$ cat config.mk
export PLATFORM = sky130hd
export DESIGN_NAME = idu_queue
export DESIGN_NICKNAME = d
export VERILOG_FILES = /design/src/rtl/idu_queue.sv
export SDC_FILE = /design/constraint.sdc
export NUM_CORES = 1
export LEC_CHECK = 0
export BUFFER_PORTS_ARGS = -buffer_cell sky130_fd_sc_hd__buf_2
export CAP_MARGIN = 40
export CORE_MARGIN = 2
export CORE_UTILIZATION = 55
export CTS_BUF_LIST = sky130_fd_sc_hd__clkbuf_2 sky130_fd_sc_hd__clkbuf_4 sky130_fd_sc_hd__clkbuf_8
export DETAILED_ROUTE_END_ITERATION = 6
export GPL_TIMING_DRIVEN = 0
export PLACE_DENSITY = 0.82
export SYNTH_ARGS = -nofsm -noshare
export SYNTH_HDL_FRONTEND = slang
export SYNTH_SLANG_ARGS = --single-unit
$ cat constraint.sdc
create_clock -name clk -period 11.3 [get_ports clk]
set_clock_uncertainty 0.2 [all_clocks]
set_input_delay 0.565 -clock clk [delete_from_list [all_inputs] [get_ports clk]]
set_output_delay 0.565 -clock clk [all_outputs]
set_load 0.02 [all_outputs]
$ cat src/rtl/idu_queue.sv
// Instruction decode queue: decodes RV32/RV64 base instructions at enqueue and
// holds them in a small FIFO, blocking the head on a load-use hazard with EX.
module idu_queue #(
  parameter int unsigned XLEN  = 64,
  parameter int unsigned DEPTH = 2
) (
  input  logic                     clk,
  input  logic                     rst,
  input  logic                     in_valid,
  output logic                     in_ready,
  input  logic [31:0]              in_instr,
  input  logic [XLEN-1:0]          in_pc,
  input  logic                     flush,
  input  logic                     ex_load_valid,
  input  logic [4:0]               ex_load_rd,
  output logic                     out_valid,
  input  logic                     out_ready,
  output logic [XLEN-1:0]          out_pc,
  output logic [31:0]              out_instr,
  output logic [2:0]               out_fmt,
  output logic [4:0]               out_rs1,
  output logic [4:0]               out_rs2,
  output logic [4:0]               out_rd,
  output logic                     out_uses_rs1,
  output logic                     out_uses_rs2,
  output logic [XLEN-1:0]          out_imm,
  output logic                     hazard_stall,
  output logic [$clog2(DEPTH):0]   count,
  output logic [15:0]              illegal_cnt
);

  localparam int unsigned PW = $clog2(DEPTH);
  localparam int unsigned CW = PW + 1;

  localparam logic [2:0] FMT_R   = 3'd0;
  localparam logic [2:0] FMT_I   = 3'd1;
  localparam logic [2:0] FMT_S   = 3'd2;
  localparam logic [2:0] FMT_B   = 3'd3;
  localparam logic [2:0] FMT_U   = 3'd4;
  localparam logic [2:0] FMT_J   = 3'd5;
  localparam logic [2:0] FMT_ILL = 3'd7;

  typedef struct packed {
    logic [XLEN-1:0] pc;
    logic [31:0]     instr;
    logic [2:0]      fmt;
    logic [4:0]      rs1;
    logic [4:0]      rs2;
    logic [4:0]      rd;
    logic            uses_rs1;
    logic            uses_rs2;
    logic [XLEN-1:0] imm;
  } entry_t;

  entry_t          mem [DEPTH];
  entry_t          dec_c;
  entry_t          head;
  logic [31:0]     imm32_c;
  logic [PW-1:0]   wr_ptr;
  logic [PW-1:0]   rd_ptr;
  logic            enq;
  logic            deq;

  // Decode of the incoming instruction; immediates are built at 32 bits then sign-extended.
  always_comb begin
    dec_c       = '0;
    imm32_c     = '0;
    dec_c.pc    = in_pc;
    dec_c.instr = in_instr;
    case (in_instr[6:0])
      7'b0110011, 7'b0111011:                                  dec_c.fmt = FMT_R;
      7'b0000011, 7'b0010011, 7'b0011011, 7'b1100111, 7'b1110011: dec_c.fmt = FMT_I;
      7'b0100011:                                              dec_c.fmt = FMT_S;
      7'b1100011:                                              dec_c.fmt = FMT_B;
      7'b0110111, 7'b0010111:                                  dec_c.fmt = FMT_U;
      7'b1101111:                                              dec_c.fmt = FMT_J;
      default:                                                 dec_c.fmt = FMT_ILL;
    endcase
    dec_c.uses_rs1 = (dec_c.fmt == FMT_R) || (dec_c.fmt == FMT_I) ||
                     (dec_c.fmt == FMT_S) || (dec_c.fmt == FMT_B);
    dec_c.uses_rs2 = (dec_c.fmt == FMT_R) || (dec_c.fmt == FMT_S) || (dec_c.fmt == FMT_B);
    dec_c.rs1 = dec_c.uses_rs1 ? in_instr[19:15] : 5'd0;
    dec_c.rs2 = dec_c.uses_rs2 ? in_instr[24:20] : 5'd0;
    if ((dec_c.fmt == FMT_R) || (dec_c.fmt == FMT_I) ||
        (dec_c.fmt == FMT_U) || (dec_c.fmt == FMT_J)) begin
      dec_c.rd = in_instr[11:7];
    end
    case (dec_c.fmt)
      FMT_I:   imm32_c = {{20{in_instr[31]}}, in_instr[31:20]};
      FMT_S:   imm32_c = {{20{in_instr[31]}}, in_instr[31:25], in_instr[11:7]};
      FMT_B:   imm32_c = {{19{in_instr[31]}}, in_instr[31], in_instr[7],
                          in_instr[30:25], in_instr[11:8], 1'b0};
      FMT_U:   imm32_c = {in_instr[31:12], 12'b0};
      FMT_J:   imm32_c = {{11{in_instr[31]}}, in_instr[31], in_instr[19:12],
                          in_instr[20], in_instr[30:21], 1'b0};
      default: imm32_c = '0;
    endcase
    dec_c.imm = XLEN'($signed(imm32_c));
  end

  assign head = mem[rd_ptr];

  assign in_ready     = (count < CW'(DEPTH));
  assign hazard_stall = (count != '0) && ex_load_valid && (ex_load_rd != 5'd0) &&
                        ((head.uses_rs1 && (head.rs1 == ex_load_rd)) ||
                         (head.uses_rs2 && (head.rs2 == ex_load_rd)));
  assign out_valid    = (count != '0) && !hazard_stall;
  assign enq          = in_valid && in_ready && !flush;
  assign deq          = out_valid && out_ready && !flush;

  assign out_pc       = head.pc;
  assign out_instr    = head.instr;
  assign out_fmt      = head.fmt;
  assign out_rs1      = head.rs1;
  assign out_rs2      = head.rs2;
  assign out_rd       = head.rd;
  assign out_uses_rs1 = head.uses_rs1;
  assign out_uses_rs2 = head.uses_rs2;
  assign out_imm      = head.imm;

  // Payload storage carries no reset; occupancy alone decides validity.
  always_ff @(posedge clk) begin
    if (enq) begin
      mem[wr_ptr] <= dec_c;
    end
  end

  // Occupancy, pointers and illegal counter; flush wins over enqueue/dequeue.
  always_ff @(posedge clk or posedge rst) begin
    if (rst) begin
      wr_ptr      <= '0;
      rd_ptr      <= '0;
      count       <= '0;
      illegal_cnt <= '0;
    end else begin
      if (deq && (head.fmt == FMT_ILL) && (illegal_cnt != 16'hFFFF)) begin
        illegal_cnt <= illegal_cnt + 16'd1;
      end
      if (flush) begin
        wr_ptr <= '0;
        rd_ptr <= '0;
        count  <= '0;
      end else begin
        if (enq) wr_ptr <= wr_ptr + PW'(1);
        if (deq) rd_ptr <= rd_ptr + PW'(1);
        case ({enq, deq})
          2'b10:   count <= count + CW'(1);
          2'b01:   count <= count - CW'(1);
          default: count <= count;
        endcase
      end
    end
  end

endmodule

==> results.yml, run 1 <==
run_status:
  status: "completed"
yosys:
  synthMuxAreaShare_pct: 13.2
  syn-cell-area_mm2: 0.0127
  netlist_top_cells_count: "edfxtp_1, mux2_2, buf_4, nand2_1, xor2_1"
  syn_inst: 735
  ys_seq_area_share_pct: 73.7
  yosys.area_share.xor_xnor_pct: 1.99
  synth_cell_types: 50
  yosys.area.top_type: "edfxtp_1"
  synthAdderAreaFrac_pct: 0.196
  yosysMostFrequentCell: "edfxtp_1"
  synth_nets: 844
  yosys.area_share.simple_pct: 5.62
  synth_area_leaders: "edfxtp_1, mux2_2, dfrtp_1, buf_4, xor2_1"
  synth_top_family_by_area: "multiplexers"
  ys_warn_count: 0
  synth_edf_count: 296
  synth_compound_area_share_pct: 2.33
  synth_area_per_cell_um2: 17.3
  async_reset_ff_share_pct: 6.33
  synth_seq_cells: 316
  synth_top_area_share_pct: 69.7
  synthFlopType: "edfxtp_1"
floorplanning:
  dieArea_mm2: 0.0244
  core_area_mm2: 0.0227
  ios: 308
  die_w_um: 156
  fp-row-count: 55
  start_util_pct: 56.1
  die_h_um: 156
timing:
  fin_crit_ns: 4.19
  finalHoldViolations: 0
  slew_violations: 0
  slew_headroom_pct: 47.6
  worstMarginPinSlew_ns: 0.786
  fin_crit_sh_pct: 37.1
  setup_viol: 0
  rsz0062_at_grt: "false"
  fmax_mhz: 239
finish:
  multi_input_area_mm2: 0.00298
  seq_area_mm2: 0.00939
  area_growth_pct: 30.4
  nets: 1291
  finalNonFillerCells: 1506
  final_layout_size_suffix_gt1_share_pct: 49.7
  fillers: 1393
  stdcell_area_mm2: 0.0166
setup_path:
  crit_slowest_cell: "mux2_2"
  cp-start-kind: "flop"
  cp_top_family: "buffers and inverters"
  crit_fanout: 33
  path_class: "flop to output pin"
  critPathRequiredTime_ns: 10.54
  worstPathCellList: "buf_4 -> buf_6 -> clkbuf_1 -> clkbuf_1 -> mux2_2 -> buf_4 -> buf_2"
  cp_num_buf_inv: 6
  max_stage_delay_ns: 0.71
  cp-end-kind: "output pin"
  arrival_ns: 3.42
power:
  p_per_area_mw_per_mm2: 158
  p_sw_share_pct: 24.8
  power_mw: 2.63
  power.switching_mw: 0.654
  ir_worst_vdd_v: 0.000120
  pwr-share-clk_pct: 36.0
  p_seq_share_pct: 51.1
  cellInternalPower_mw: 1.98
  p_leak_nw: 6.48
  combPwrFrac_pct: 12.9
grt:
  grt_pass1_wl_um: 45300
  antenna_found_initial: 1
  grt_pass1_vias: 8348
  grt_max_degree: 58
  grt-ovfl-total: 0
  grt_use_total_pct: 24.4
placed_design:
  place.gp.congestion: 0.797
  dp_hpwl_um: 19500
  port_buffers: 307
  place_inst: 1335
  postPlaceCellArea_mm2: 0.0148
job:
  maxCapViolations: 0
clock_tree:
  cts_buffers: 50
  cts_tree: "done"
  postCtsSetupBuffers: 0
  ctsRootBufferMaster: "clkbuf_8"
  clkTransAtPathRegs_ns: 0.07
  h-tree-depth: 2
  cts_max_path_buffers: 3
  worstSkewPairLatency_ns: 0.57
  clkSinkCount: 316
route:
  wl_um: 30600
  final_antenna_net_count: 0
  wire_per_inst_um: 20.3
  vias: 8091
  firstDrtPassIters: 5
  drt_iter0_drc: 525
  drcViolationCount: 0
  avgViaCountPerCell: 5.37
hold_path:
  hold_class: "primary input to flop"
## power groups by stage
stage	Clock [mW]	Combinational, mW	Sequential [mW]
floorplan	0	0.186	1.38
global placement	0	0.299	1.38
detailed placement	0	0.314	1.37
CTS	0.961	0.338	1.35
global route	1.01	0.359	1.35
finish	0.947	0.339	1.35
## path summary, 6_finish.rpt
check                               startpoint               to  slack (ns)  depth (start not counted)
worst max-delay path                    rd_ptr      out_imm[61]        7.11                          7
worst min-delay path              in_instr[11]       mem[1][95]        0.04                          1
worst max register to register        count[1]       mem[0][28]        8.56                          6
worst min register to register  illegal_cnt[6]   illegal_cnt[6]        0.28                          1
max in group asynchronous                  rst  illegal_cnt[13]        9.90                          3
min in group asynchronous                  rst         count[1]        0.49                          3
## state kept, by name, summed over array words and instances (netlist names)
| name | count |
|---|---|
| illegal_cnt | 16 |
| rd_ptr | 1 |
| count | 2 |
| mem | 296 |
| wr_ptr | 1 |
## repair_timing
action	4_1_cts	5_1_grt
gates resized for setup	0	0
hold buffers	80	0
hold endpoints to repair	178	0
## stage by stage
stage                     setup TNS, ns  setup WS, ns  utilization (%)  hold slack (ns)
after global routing                  0          6.92             73.2           0.0142
after global placement          -134.50        -0.925             64.5            0.269
after CTS                             0          7.05             73.2          0.00884
after floorplan                       0          3.01                -            0.324
after detailed placement              0          7.67             65.3            0.274
final                                 0          7.11             73.2           0.0444
## layout make-up
class / count / share of cell area [%]
timing repair buffer: 395 / 15.2
multi-input combinational: 353 / 17.9
antenna: 1 / 0.0151
clock buffer: 76 / 5.39
clock inverter: 14 / 0.482
buffer: 53 / 2.03
tap: 285 / 2.15
sequential: 316 / 56.5
inverter: 13 / 0.294
## cells by family after synthesis
logic type / count (synthesis)
flip-flops: 316
buffers and inverters: 66
AND/OR/NAND/NOR: 128
adder cells (fa/ha/maj): 2
AO/OA/AOI/OAI: 45
XOR/XNOR: 29
multiplexers: 149
## worst reg2reg max path, delay by kind of cell (launching register included)
family                 cells  cell delay [ns]
buffers and inverters      3             0.73
and+or+nand+nor            3             1.03
DFF                        1             0.45
## per-layer routing
layer / track usage, % / vias to the layer above / routed length (µm) / part of all wire [%]
met5: 0 / - / 0 / 0
met4: 10.4 / 0 / 1140 / 3.7
met3: 5.40 / 75 / 2030 / 6.6
met2: 42.1 / 360 / 15800 / 51
met1: 29.9 / 3973 / 11700 / 38
li1: - / 3683 / - / -
## placed cells by master (no fill, tap or decap), drive strengths merged, types with 2 or more instances in the layout
| cell | instances |
|---|---|
| edfxtp | 296 |
| o21ai | 13 |
| xor2 | 24 |
| o211ai | 2 |
| nor2 | 25 |
| nor4 | 9 |
| dfrtp | 20 |
| clkinv | 11 |
| nand4b | 2 |
| nand2b | 5 |
| o22ai | 3 |
| a21oi | 13 |
| clkbuf | 92 |
| dlygate4sd3 | 80 |
| a21o | 5 |
| and2 | 16 |
| nand4 | 7 |
| mux2 | 148 |
| buf | 352 |
| a22oi | 5 |
| nand2 | 29 |
| nor3 | 16 |
| ha | 2 |
| nor2b | 3 |
| xnor2 | 5 |
| inv | 16 |
| and4 | 2 |
| nand3 | 8 |
Power figures use the tool's default switching activity.
==> inputs of run 2 (changes only) <==
--- a/config.mk
+++ b/config.mk
@@ -5,14 +5,15 @@
 export SDC_FILE = /design/constraint.sdc
 export NUM_CORES = 1
 export LEC_CHECK = 0
+export ABC_AREA = 1
 export BUFFER_PORTS_ARGS = -buffer_cell sky130_fd_sc_hd__buf_2
 export CAP_MARGIN = 40
 export CORE_MARGIN = 2
-export CORE_UTILIZATION = 55
+export CORE_UTILIZATION = 50
 export CTS_BUF_LIST = sky130_fd_sc_hd__clkbuf_2 sky130_fd_sc_hd__clkbuf_4 sky130_fd_sc_hd__clkbuf_8
 export DETAILED_ROUTE_END_ITERATION = 6
 export GPL_TIMING_DRIVEN = 0
-export PLACE_DENSITY = 0.82
+export PLACE_DENSITY = 0.78
 export SYNTH_ARGS = -nofsm -noshare
 export SYNTH_HDL_FRONTEND = slang
 export SYNTH_SLANG_ARGS = --single-unit
==> constraint.sdc (replaced) <==
create_clock -name clk -period 3.8 [get_ports clk]
set_clock_uncertainty 0.2 [all_clocks]
set_input_delay 0.19 -clock clk [delete_from_list [all_inputs] [get_ports clk]]
set_output_delay 0.19 -clock clk [all_outputs]
set_load 0.02 [all_outputs]
==> run 2 against run 1 <==
  * Total power grew to 4.0 times the previous value
  * Via count grew 25%
  * Register-to-register slack lost 8.2 ns
  * Synthesized cell count increased by 59%
  * Sequential cell count unchanged
  * Die area increased by 14%
  * Global-route usage grew 0.23 points
  * Critical path depth increased by 3
  * Highest routed layer unchanged
==> results.yml, run 2 <==
clock_tree:
  clkTransAtPathRegs_ns: 0.06
  h-tree-depth: 2
  cts_tree: "done"
  cts_buffers: 50
  ctsRootBufferMaster: "clkbuf_8"
  cts_max_path_buffers: 3
  clkSinkCount: 316
  worstSkewPairLatency_ns: 0.57
route:
  avgViaCountPerCell: 5.03
  vias: 10146
  firstDrtPassIters: 5
  wl_um: 34600
  final_antenna_net_count: 0
  wire_per_inst_um: 17.2
  drt_iter0_drc: 804
  drcViolationCount: 0
setup_path:
  r2r_start: "rd_ptr"
  max_stage_delay_ns: 0.61
  cp-end-kind: "output pin"
  crit_fanout: 10
  critPathRequiredTime_ns: 3.41
  crit_slowest_cell: "clkbuf_1"
  startpoint: "rd_ptr"
  cp-start-kind: "flop"
  worstPathCellList: "buf_12 -> clkinv_8 -> buf_8 -> buf_4 -> buf_2 -> clkbuf_1 -> clkbuf_1 -> nand2_1 -> nand2_1 -> buf_2"
  path_class: "flop to output pin"
  arrival_ns: 3.19
placed_design:
  port_buffers: 307
  postPlaceCellArea_mm2: 0.0155
  place_inst: 1825
  place.gp.congestion: 0.876
  dp_hpwl_um: 22600
floorplanning:
  start_util_pct: 50.9
  ios: 308
  die_w_um: 167
  dieArea_mm2: 0.0278
  core_area_mm2: 0.0260
  fp-row-count: 59
  die_h_um: 167
yosys:
  ys_seq_area_share_pct: 71.0
  synthFlopType: "edfxtp_1"
  synth_edf_count: 296
  syn-cell-area_mm2: 0.0132
  netlist_top_cells_count: "nand2_1, edfxtp_1, inv_1, nor2_1, buf_4"
  syn_inst: 1169
  async_reset_ff_share_pct: 6.33
  yosysMostFrequentCell: "nand2_1"
  synth_area_leaders: "edfxtp_1, nand2_1, dfrtp_1, inv_1, buf_4"
  synth_cell_types: 38
  synth_top_area_share_pct: 67.2
  synth_seq_cells: 316
  yosys.area.top_type: "edfxtp_1"
  synth_area_per_cell_um2: 11.3
  synth_nets: 1278
  ys_warn_count: 0
timing:
  slew_headroom_pct: 43.2
  setup_viol: 0
  finalHoldViolations: 0
  slew_violations: 0
  worstMarginPinSlew_ns: 0.850
  fmax_mhz: 279
  rsz0062_at_grt: "false"
  fin_crit_ns: 3.58
  fin_crit_sh_pct: 94.2
power:
  p_leak_nw: 7.76
  p_per_area_mw_per_mm2: 596
  ir_worst_vdd_v: 0.000408
finish:
  stdcell_area_mm2: 0.0176
  layout_commonest_cell: "nand2_1"
  reg_top3: "mem: 296 flops, illegal_cnt: 16 flops, count: 2 flops"
  final_cell_mix: "nand2_1, buf_2, edfxtp_1, dlygate4sd3_1, inv_1"
  area_growth_pct: 33.2
  n_antenna_cell: 0
  finalNonFillerCells: 2018
  top_register: "mem"
  largest_reg_flops: 296
  nets: 1761
  final_layout_size_suffix_gt1_share_pct: 29.7
grt:
  grt_max_degree: 34
  antenna_found_initial: 0
  grt_pass1_wl_um: 54300
  grt_use_total_pct: 24.7
  grt_pass1_vias: 10507
  grt-ovfl-total: 0
job:
  maxCapViolations: 0
run_status:
  status: "completed"
hold_path:
  hold_class: "primary input to asynchronous set/reset pin"
## run 2: cell count changes in the layout (fill, tap and decap cells not counted), sizes merged, moves of 7 or more
cell,previous run,this run
nand2,29,534
mux2,148,0
inv,16,77
nor2,25,59
buf,352,376
dlygate4sd3,80,102
nand3,8,30
and2,16,0
xor2,24,11
o31ai,0,9
nor4,9,2
## run 2: logic make-up after synthesis
kind of cell / synth area share, %
adders and majority gates: 0.189
DFF: 71.0
buffers and inverters: 5.48
AOI/OAI and AO/OA: 2.26
xor gates and xnor gates: 0.994
and+or+nand+nor: 20.1
## run 2: final timing paths
| kind | slack [ns] | cells after the start | end |
|---|---|---|---|
| min in group clk | 0.04 | 8 | rd_ptr |
| worst max register to register | 0.39 | 17 | count[1] |
| worst min-delay path | 0.04 | 4 | count[0] |
| max in group asynchronous | 3.21 | 4 | rd_ptr |
| worst max-delay path | 0.22 | 10 | out_pc[38] |
| worst min register to register | 0.32 | 1 | illegal_cnt[5] |
## run 2: worst max-delay path, delay by kind of cell, from the launching register on
family                 cells  cell delay, ns
and+or+nand+nor            2            0.26
buffers and inverters      8            1.93
DFF                        1            0.44
## run 2: area by class of cell
cell class / count / area [µm²]
Sequential cell: 316 / 9390
Buffer: 70 / 444
Fill cell: 1862 / 8370
Clock buffer: 69 / 837
Inverter: 75 / 294
Multi-Input combinational cell: 708 / 3130
Timing Repair inverter: 1 / 8.76
Timing Repair Buffer: 430 / 2990
Tap cell: 335 / 419
Clock inverter: 14 / 101
## run 2: repair_timing
action,CTS,global route
hold buffers,103,0
setup endpoints to repair,0,1
resized for setup,0,7
hold endpoints to repair,318,0
buffers inserted,0,6
## run 2: stage by stage
stage          setup TNS (ns)  power [mW]  utilization (%)  worst slack (ns)  hold slack, ns
6_report                    0        10.5             67.8             0.219          0.0359
5_1_grt                     0        11.0             67.8            0.0516          0.0310
4_1_cts                     0        10.5             67.4             0.164         0.00186
3_5_place_dp                0        7.61             59.8             0.574          0.0695
3_3_place_gp         -1085.45        7.51             58.4             -3.69           0.177
2_1_floorplan         -489.74        6.38                -             -1.66         -0.0462
## run 2: metal layers
metal | share of wire, % | track usage (%)
met1 | 38 | 28.9
met2 | 50 | 42.5
met3 | 7.3 | 5.61
met4 | 5.0 | 12.9
met5 | 0 | 0
## run 2: power breakdown
group	internal (mW)	total (mW)	switching [mW]
Combinational	1.15	3.45	2.30
Clock	1.49	2.76	1.28
Sequential	4.16	4.28	0.121
